**src/rtl/sram_arbiter.sv**
```systemverilog
// Two-port arbiter for a single async SRAM: buffered UART writes and priority VGA reads.
// A read-streak limit bounds how long a pending write can be starved.
module sram_arbiter #(
    parameter int unsigned ADDR_W        = 19,
    parameter int unsigned DATA_W        = 16,
    parameter int unsigned ACCESS_CYCLES = 2,
    parameter int unsigned MAX_RD_STREAK = 8
) (
    input  logic              clk,
    input  logic              rst_n,
    input  logic              wr_req,
    input  logic [ADDR_W-1:0] wr_addr,
    input  logic [DATA_W-1:0] wr_data,
    output logic              wr_ready,
    input  logic              rd_req,
    input  logic [ADDR_W-1:0] rd_addr,
    output logic              rd_valid,
    output logic [DATA_W-1:0] rd_data,
    output logic [ADDR_W-1:0] sram_addr,
    output logic [DATA_W-1:0] sram_dq_o,
    output logic              sram_dq_oe,
    input  logic [DATA_W-1:0] sram_dq_i,
    output logic              sram_ce_n,
    output logic              sram_oe_n,
    output logic              sram_we_n,
    output logic              sram_lb_n,
    output logic              sram_ub_n
);

    localparam int unsigned CntW    = (ACCESS_CYCLES > 1) ? $clog2(ACCESS_CYCLES) : 1;
    localparam int unsigned StreakW = $clog2(MAX_RD_STREAK + 1);
    localparam logic [CntW-1:0]    LastCnt   = CntW'(ACCESS_CYCLES - 1);
    localparam logic [StreakW-1:0] StreakMax = StreakW'(MAX_RD_STREAK);

    typedef enum logic [1:0] {StIdle, StRd, StWr, StTurn} state_e;

    state_e              state_q, state_d;
    logic [CntW-1:0]     cnt_q, cnt_d;
    logic [StreakW-1:0]  streak_q, streak_d;
    logic                buf_full_q, buf_full_d;
    logic [ADDR_W-1:0]   buf_addr_q, buf_addr_d;
    logic [DATA_W-1:0]   buf_data_q, buf_data_d;
    logic [ADDR_W-1:0]   addr_q, addr_d;
    logic [DATA_W-1:0]   dq_q, dq_d;
    logic                rd_valid_q, rd_valid_d;
    logic [DATA_W-1:0]   rd_data_q, rd_data_d;

    logic last_cyc, decide, wr_pend, grant_rd, grant_wr;

    assign last_cyc = (state_q == StRd || state_q == StWr) && (cnt_q == LastCnt);
    assign decide   = (state_q == StIdle) || (state_q == StTurn) || last_cyc;
    // The buffer being written out right now no longer counts as pending.
    assign wr_pend  = buf_full_q && (state_q != StWr);

    always_ff @(posedge clk or negedge rst_n) begin
        if (!rst_n) begin
            state_q <= StIdle;
            cnt_q   <= '0;
        end else begin
            state_q <= state_d;
            cnt_q   <= cnt_d;
        end
    end

    always_comb begin
        state_d  = state_q;
        cnt_d    = cnt_q + CntW'(1);
        grant_rd = 1'b0;
        grant_wr = 1'b0;
        if (decide) begin
            cnt_d = '0;
            if (wr_pend && (streak_q >= StreakMax || !rd_req)) begin
                state_d  = StWr;
                grant_wr = 1'b1;
            end else if (rd_req) begin
                if (state_q == StWr) begin
                    state_d = StTurn;
                end else begin
                    state_d  = StRd;
                    grant_rd = 1'b1;
                end
            end else if (wr_pend) begin
                state_d  = StWr;
                grant_wr = 1'b1;
            end else begin
                state_d = StIdle;
            end
        end
    end

    always_comb begin
        sram_ce_n  = 1'b1;
        sram_oe_n  = 1'b1;
        sram_we_n  = 1'b1;
        sram_lb_n  = 1'b1;
        sram_ub_n  = 1'b1;
        sram_dq_oe = 1'b0;
        case (state_q)
            StRd: begin
                sram_ce_n = 1'b0;
                sram_oe_n = 1'b0;
                sram_lb_n = 1'b0;
                sram_ub_n = 1'b0;
            end
            StWr: begin
                sram_ce_n  = 1'b0;
                sram_lb_n  = 1'b0;
                sram_ub_n  = 1'b0;
                sram_dq_oe = 1'b1;
                // we_n rises one cycle early so data is held past the write edge.
                sram_we_n  = last_cyc;
            end
            default: ;
        endcase
    end

    always_comb begin
        streak_d   = streak_q;
        addr_d     = addr_q;
        dq_d       = dq_q;
        buf_full_d = buf_full_q;
        buf_addr_d = buf_addr_q;
        buf_data_d = buf_data_q;
        rd_valid_d = 1'b0;
        rd_data_d  = rd_data_q;
        if (grant_wr) begin
            streak_d = '0;
            addr_d   = buf_addr_q;
            dq_d     = buf_data_q;
        end
        if (grant_rd) begin
            addr_d = rd_addr;
            if (streak_q < StreakMax) begin
                streak_d = streak_q + StreakW'(1);
            end
        end
        if (state_q == StWr && last_cyc) begin
            buf_full_d = 1'b0;
        end else if (wr_req && !buf_full_q) begin
            buf_full_d = 1'b1;
            buf_addr_d = wr_addr;
            buf_data_d = wr_data;
        end
        if (state_q == StRd && last_cyc) begin
            rd_valid_d = 1'b1;
            rd_data_d  = sram_dq_i;
        end
    end

    always_ff @(posedge clk or negedge rst_n) begin
        if (!rst_n) begin
            streak_q   <= '0;
            buf_full_q <= 1'b0;
            buf_addr_q <= '0;
            buf_data_q <= '0;
            addr_q     <= '0;
            dq_q       <= '0;
            rd_valid_q <= 1'b0;
            rd_data_q  <= '0;
        end else begin
            streak_q   <= streak_d;
            buf_full_q <= buf_full_d;
            buf_addr_q <= buf_addr_d;
            buf_data_q <= buf_data_d;
            addr_q     <= addr_d;
            dq_q       <= dq_d;
            rd_valid_q <= rd_valid_d;
            rd_data_q  <= rd_data_d;
        end
    end

    assign wr_ready  = ~buf_full_q;
    assign rd_valid  = rd_valid_q;
    assign rd_data   = rd_data_q;
    assign sram_addr = addr_q;
    assign sram_dq_o = dq_q;

endmodule

```
**config.mk**
```make
export PLATFORM = sky130hd
export DESIGN_NAME = sram_arbiter
export DESIGN_NICKNAME = d
export VERILOG_FILES = /design/src/rtl/sram_arbiter.sv
export SDC_FILE = /design/constraint.sdc
export NUM_CORES = 1
export LEC_CHECK = 0
export ABC_AREA = 1
export BUFFER_PORTS_ARGS = -buffer_cell sky130_fd_sc_hd__buf_2
export CAP_MARGIN = 15
export CORE_MARGIN = 5
export CORE_UTILIZATION = 53
export CTS_BUF_LIST = sky130_fd_sc_hd__clkbuf_2
export DETAILED_ROUTE_END_ITERATION = 7
export PLACE_DENSITY = 0.82
export SYNTH_ARGS = -nofsm -noshare
export SYNTH_HDL_FRONTEND = slang
export SYNTH_SLANG_ARGS = --single-unit
export TNS_END_PERCENT = 10
```
**constraint.sdc**
```tcl
create_clock -name clk -period 2.2 [get_ports clk]
set_clock_uncertainty 0.05 [all_clocks]
set_input_delay 0.11 -clock clk [delete_from_list [all_inputs] [get_ports clk]]
set_output_delay 0.11 -clock clk [all_outputs]
set_load 0.01 [all_outputs]
```
* Word-level counts from Yosys, hierarchy flattened
Cells that the tools add are included.
Cells by class: $add $sub $neg 2, magnitude comparators 2, equality and inequality tests 4, mux-type cells 25, bitwise operators 2, reductions and logical operators 17
Operators by type and width (number):
- 19-bit two-way mux | 2
- 1-bit two-way mux | 16
- 4-bit two-way mux | 3
- 2-bit two-way mux | 4
- 1-bit logical AND | 6
- 4-bit by 1-bit adder with 4-bit output (second input constant) | 1
- 2-bit equality test (second input constant) | 2
- 4-bit >= comparator (second input constant) | 1
- 1-bit logical OR | 4
- 4-bit less-than comparator (second input constant) | 1
- 2-bit nonzero test | 2
- 2-bit by 1-bit equality test with 1-bit output (second input constant) | 1
- 1-bit zero test | 2
- 2-bit zero test | 1
- 2-bit != test (second input constant) | 1
- 1-bit NOT | 2
- 2-bit AND reduction | 1
- 2-bit OR reduction | 1
- 1-bit adder (second input constant) | 1
Word-level totals: bits in registers 95, input port bits 74, logic and storage cells 62

* Logic depth before layout (Yosys ltp)
depth after elaboration 9, mapped depth 10, depth with buffers taken out 9

* Worst setup path before layout
Ideal clock, no wire load.
path kind reg2reg, start register state_q[0], end register addr_q[10] (netlist: sram_addr[10]), library setup time 0.117 ns, data arrival time 1.458 ns, setup slack 0.576 ns, stages on the path, launching flop included 10, cell sequence dfrtp_1 inv_1 ha_1 inv_1 nand2_2 nand3_2 buf_6 buf_4 nand3_1 nand2_1
Between the ends: cells in the longest elaborated chain, start to end 7, elaborated cells on any way between the ends 21
Ends and longest elaborated chain:
- from (decl) | RTL line 37 | state_e state_q, state_d;
- from (signal assigned) | RTL line 57 | state_q <= StIdle;
- from (signal assigned) | RTL line 60 | state_q <= state_d;
- 2-bit != test | RTL line 53 | assign wr_pend = buf_full_q && (state_q != StWr);
- 1-bit logical AND | RTL line 53
- 1-bit two-way mux | RTL line 82 | end else if (wr_pend) begin
- 1-bit two-way mux | RTL line 75 | end else if (rd_req) begin
- 1-bit two-way mux | RTL line 72 | if (wr_pend && (streak_q >= StreakMax || !rd_req)) begin
- 1-bit two-way mux | RTL line 70 | if (decide) begin
- 2-bit nonzero test (no source line)
- to (signal assigned) | RTL line 165 | addr_q <= addr_d;
- to (decl) | RTL line 43 | logic [ADDR_W-1:0] addr_q, addr_d;
Parallel ways exist; a longest one is shown, timed or not. A chain may end at the register's enable or synchronous reset.

* Worst setup path in the final report
start register state_q[0], end register buf_data_q[14]
Between the ends: cells in the longest elaborated chain, start to end 6, elaborated cells on any way between the ends 7
Ends and longest elaborated chain:
- 2-bit by 1-bit equality test with 1-bit output or 2-bit equality test (tied branches) | RTL line 50, 137
- 1-bit logical OR | RTL line 50 | assign last_cyc = (state_q == StRd || state_q == StWr) && (cnt_q == LastCnt);
- 1-bit logical AND | RTL line 50
- 1-bit logical AND * | RTL line 137 | if (state_q == StWr && last_cyc) begin
- 1-bit NOT (no source line) *
- 2-bit AND reduction (no source line) *
- to (signal assigned) | RTL line 164 | buf_data_q <= buf_data_d;
- to (decl) | RTL line 42 | logic [DATA_W-1:0] buf_data_q, buf_data_d;
Mark *: on every way between the ends. The rest lies on a longest branch, timed or not.

==> flow_summary.yaml <==
logic_synthesis:
  yosys_warnings: 0
  syn_nets: 590
  synthTopCellsByCount: "nand2_1 (199), dfrtp_1 (95), inv_1 (66), nand4_1 (39), o21ai_0 (38)"
  syn_inst: 512
  ys_top_cells_by_area: "dfrtp_1 (56%), nand2_1 (18%), inv_1 (5.8%)"
  yosys.cell_count.top_type: "nand2_1"
  synth-edff-count: 0
  synth_top_area_share_pct: 55.72
  synth-main-ff-cell: "dfrtp_1"
  ys_ff_latch: 95
  syn_area_per_cell_sq_um: 8.333
  synthArstFlopShare_pct: 100.0
  yosys.area.top_type: "dfrtp_1"
  seq_area_frac_synth_pct: 55.72
  synth.cell_area_sq_mm: 0.004267
  synth_cell_types: 18
finish:
  drive_above_1_share_pct: 23.81
  n_antenna_cell: 0
  fillers: 507
  multiInputGateArea_sq_mm: 0.001441
  layout.nets: 808
  seq_area_sq_mm: 0.002377
  syn_to_final_growth_pct: 41.76
  stdcell_count: 837
  fin_util_pct: 77.87
cts:
  cts.reportedPaths.clkPinSlew_ps: 310
  cts_tree: "built"
  h-tree-depth: 3
  numCtsBuffers: 9
  clock_latency_ps: 550
  cts.root.buffer_cell: "clkbuf_2"
  ctsLongestPathBuffers: 2
  postCtsSetupBuffers: 0
  cts.sinks: 95
critical_path:
  crit_top_cell: "nand2_1"
  crit_type: "flop to flop"
  slowest_delay_ps: 580
  endpoint_kind: "flop"
  path_cells: "inv_1, ha_2, nand2_1, nand3_2, buf_12, nand2_1, o21ai_0, dlygate4sd3_1"
  crit_required_ps: 2690
  cp.arrival_ps: 2610
  worstSetupStartpointType: "flop"
  path_buf_inv: 3
  crit_slowest_cell: "dlygate4sd3_1"
  cp_max_fo: 51
  critPathTopFamily: "buffers and inverters"
power:
  total_power_mw: 7.762
  seqPwrFrac_pct: 39.2
  p_per_area_mw_per_mm2: 1283
  p_leak_nw: 3.434
  clockPowerShare_pct: 11.0
  peakVddDrop_mv: 0.8825
  internal_power_mw: 4.336
  switching_share_pct: 44.14
  pwr-share-comb_pct: 49.8
  p_switching_mw: 3.426
sta:
  fin_ws_ps: 86.96
  slew_headroom_pct: 47.17
  slew_viol_final: 0
  final_hold_viol_count: 0
  fin_crit_sh_pct: 96.05
  fmax_mhz: 473.3
  rsz0062_at_grt: "true"
  worst_slew_pin_slew_ps: 792.5
  fin_tns_setup_ps: 0
  min_period_ps: 2113
  setup_viol: 0
detailed_routing:
  drt_first_pass_iters: 5
  drc: 0
  wirelength_mm: 12.47
  via_per_inst: 5.093
  drt-initial-drc-count: 300
  wl_per_cell_um: 14.90
  ant_nets: 0
  vias: 4263
floorplanning:
  die_h_um: 99.72
  fp.coreArea_sq_mm: 0.007767
  chipWidth_um: 99.72
  start_util_pct: 54.93
  rows: 32
  io_pins: 133
  dieArea_sq_mm: 0.009944
global_routing:
  grt_busiest_layer: "met2"
  gr-usage-all-layers_pct: 25.64
  grt-ovfl-total: 0
  grt_use_met1_pct: 30.18
  grt_antenna_before_repair: 0
  use_met3_pct: 6.101
  grt_start_max_net_pins: 65
  grtUsageMet2_pct: 44.74
  grt_pass1_wl_mm: 20.33
  grt_pass1_vias: 4331
run_status:
  status: "finished, final reports clean"
worst_hold_path:
  min_path_type: "input pin to async pin"
placed_design:
  gp_congestion: 0.7801
  dp_slack_ps: 77.92
  dpl.hpwl_mm: 7.181
  dp.cells: 728
  portBuffers: 132
flow_run:
  drv_cap: 0
-- through the flow --
step / area, sq um / hold WS [ps]
after CTS: 6037 / 50.32
after global placement: 4987 / 184.7
after detailed placement: 4987 / 193.1
after global routing: 6048 / 118.8
final: 6048 / 101.9
after floorplan: 4267 / -235.6
-- placed cells by master (no fill, tap or decap), types with 2 or more instances in the layout --
| cell | count |
|---|---|
| buf_2 | 131 |
| buf_4 | 12 |
| buf_6 | 2 |
| clkbuf_2 | 9 |
| clkinv_4 | 2 |
| dfrtp_1 | 95 |
| dlygate4sd3_1 | 93 |
| ha_1 | 3 |
| inv_1 | 66 |
| inv_2 | 2 |
| inv_6 | 2 |
| inv_8 | 2 |
| nand2_1 | 199 |
| nand2_2 | 3 |
| nand3_1 | 24 |
| nand3_2 | 4 |
| nand4_1 | 39 |
| nor2_2 | 2 |
| o21ai_0 | 38 |
-- cells by family after synthesis --
kind of cell | Yosys count | synth area share (%)
AO/OA/AOI/OAI | 39 | 4.633
XOR/XNOR | 1 | 0.2053
adder cells (fa/ha/maj) | 4 | 1.173
buffers and inverters | 102 | 10.56
flip-flops | 95 | 55.72
AND/OR/NAND/NOR | 271 | 27.71
-- power groups by stage --
stage	sequential, mW	combinational [mW]	clock (mW)
after detailed placement	3.05	3.36	0
final	3.04	3.87	0.853
after floorplan	3.20	2.14	0
after CTS	3.01	3.73	0.871
after global routing	3.13	4.31	0.937
after global placement	3.04	3.22	0
-- timing repair --
action | in CTS | in global routing
hold buffers | 93 | 0
setup endpoints to repair | 0 | 34
gates resized for setup | 0 | 4
endpoints found under the hold margin | 138 | 0
-- worst register-to-register path: cells and delay by family, from the launching register on --
| family | cells | cell delay, ps |
|---|---|---|
| buffers and inverters | 3 | 870 |
| flip-flops | 1 | 460 |
| AND/OR/NAND/NOR | 3 | 350 |
| adder cells (fa/ha/maj) | 1 | 260 |
| AO/OA/AOI/OAI | 1 | 110 |
-- flip-flops by register name (all words and copies together) (netlist names) --
| signal | cells |
|---|---|
| buf_addr_q | 19 |
| sram_addr | 19 |
| buf_data_q | 16 |
| rd_data | 16 |
| sram_dq_o | 16 |
| streak_q | 4 |
| state_q | 2 |
| buf_full_q | 1 |
| cnt_q | 1 |
| rd_valid | 1 |
-- cell type report --
class / count / share of cell area [%]
Multi-Input combinational cell: 315 / 23.83
Sequential cell: 95 / 39.30
Tap cell: 102 / 2.110
Inverter: 70 / 4.365
Timing Repair Buffer: 239 / 28.42
Clock inverter: 7 / 1.221
Clock buffer: 9 / 0.7447
-- path summary, 6_finish.rpt --
| path | cells past startpoint | startpoint | slack (ps) | end |
|---|---|---|---|---|
| setup / recovery | 8 | state_q[0] | 90 | buf_data_q[14] |
| hold / removal | 2 | rst_n | 100 | sram_dq_o[9] |
| setup reg to reg | 8 | state_q[0] | 90 | buf_data_q[14] |
| hold reg to reg | 2 | rd_data[12] | 460 | rd_data[12] |
| max in group asynchronous | 3 | rst_n | 1210 | buf_full_q |
| min in group clk | 4 | sram_dq_i[12] | 230 | rd_data[12] |
-- routing by layer --
metal,up-vias,share of wire (%)
li1,2044,-
met1,1991,39
met2,189,50
met3,39,7.3
met4,0,3.2
met5,-,0
No activity file was read; power rests on OpenSTA's default activity.
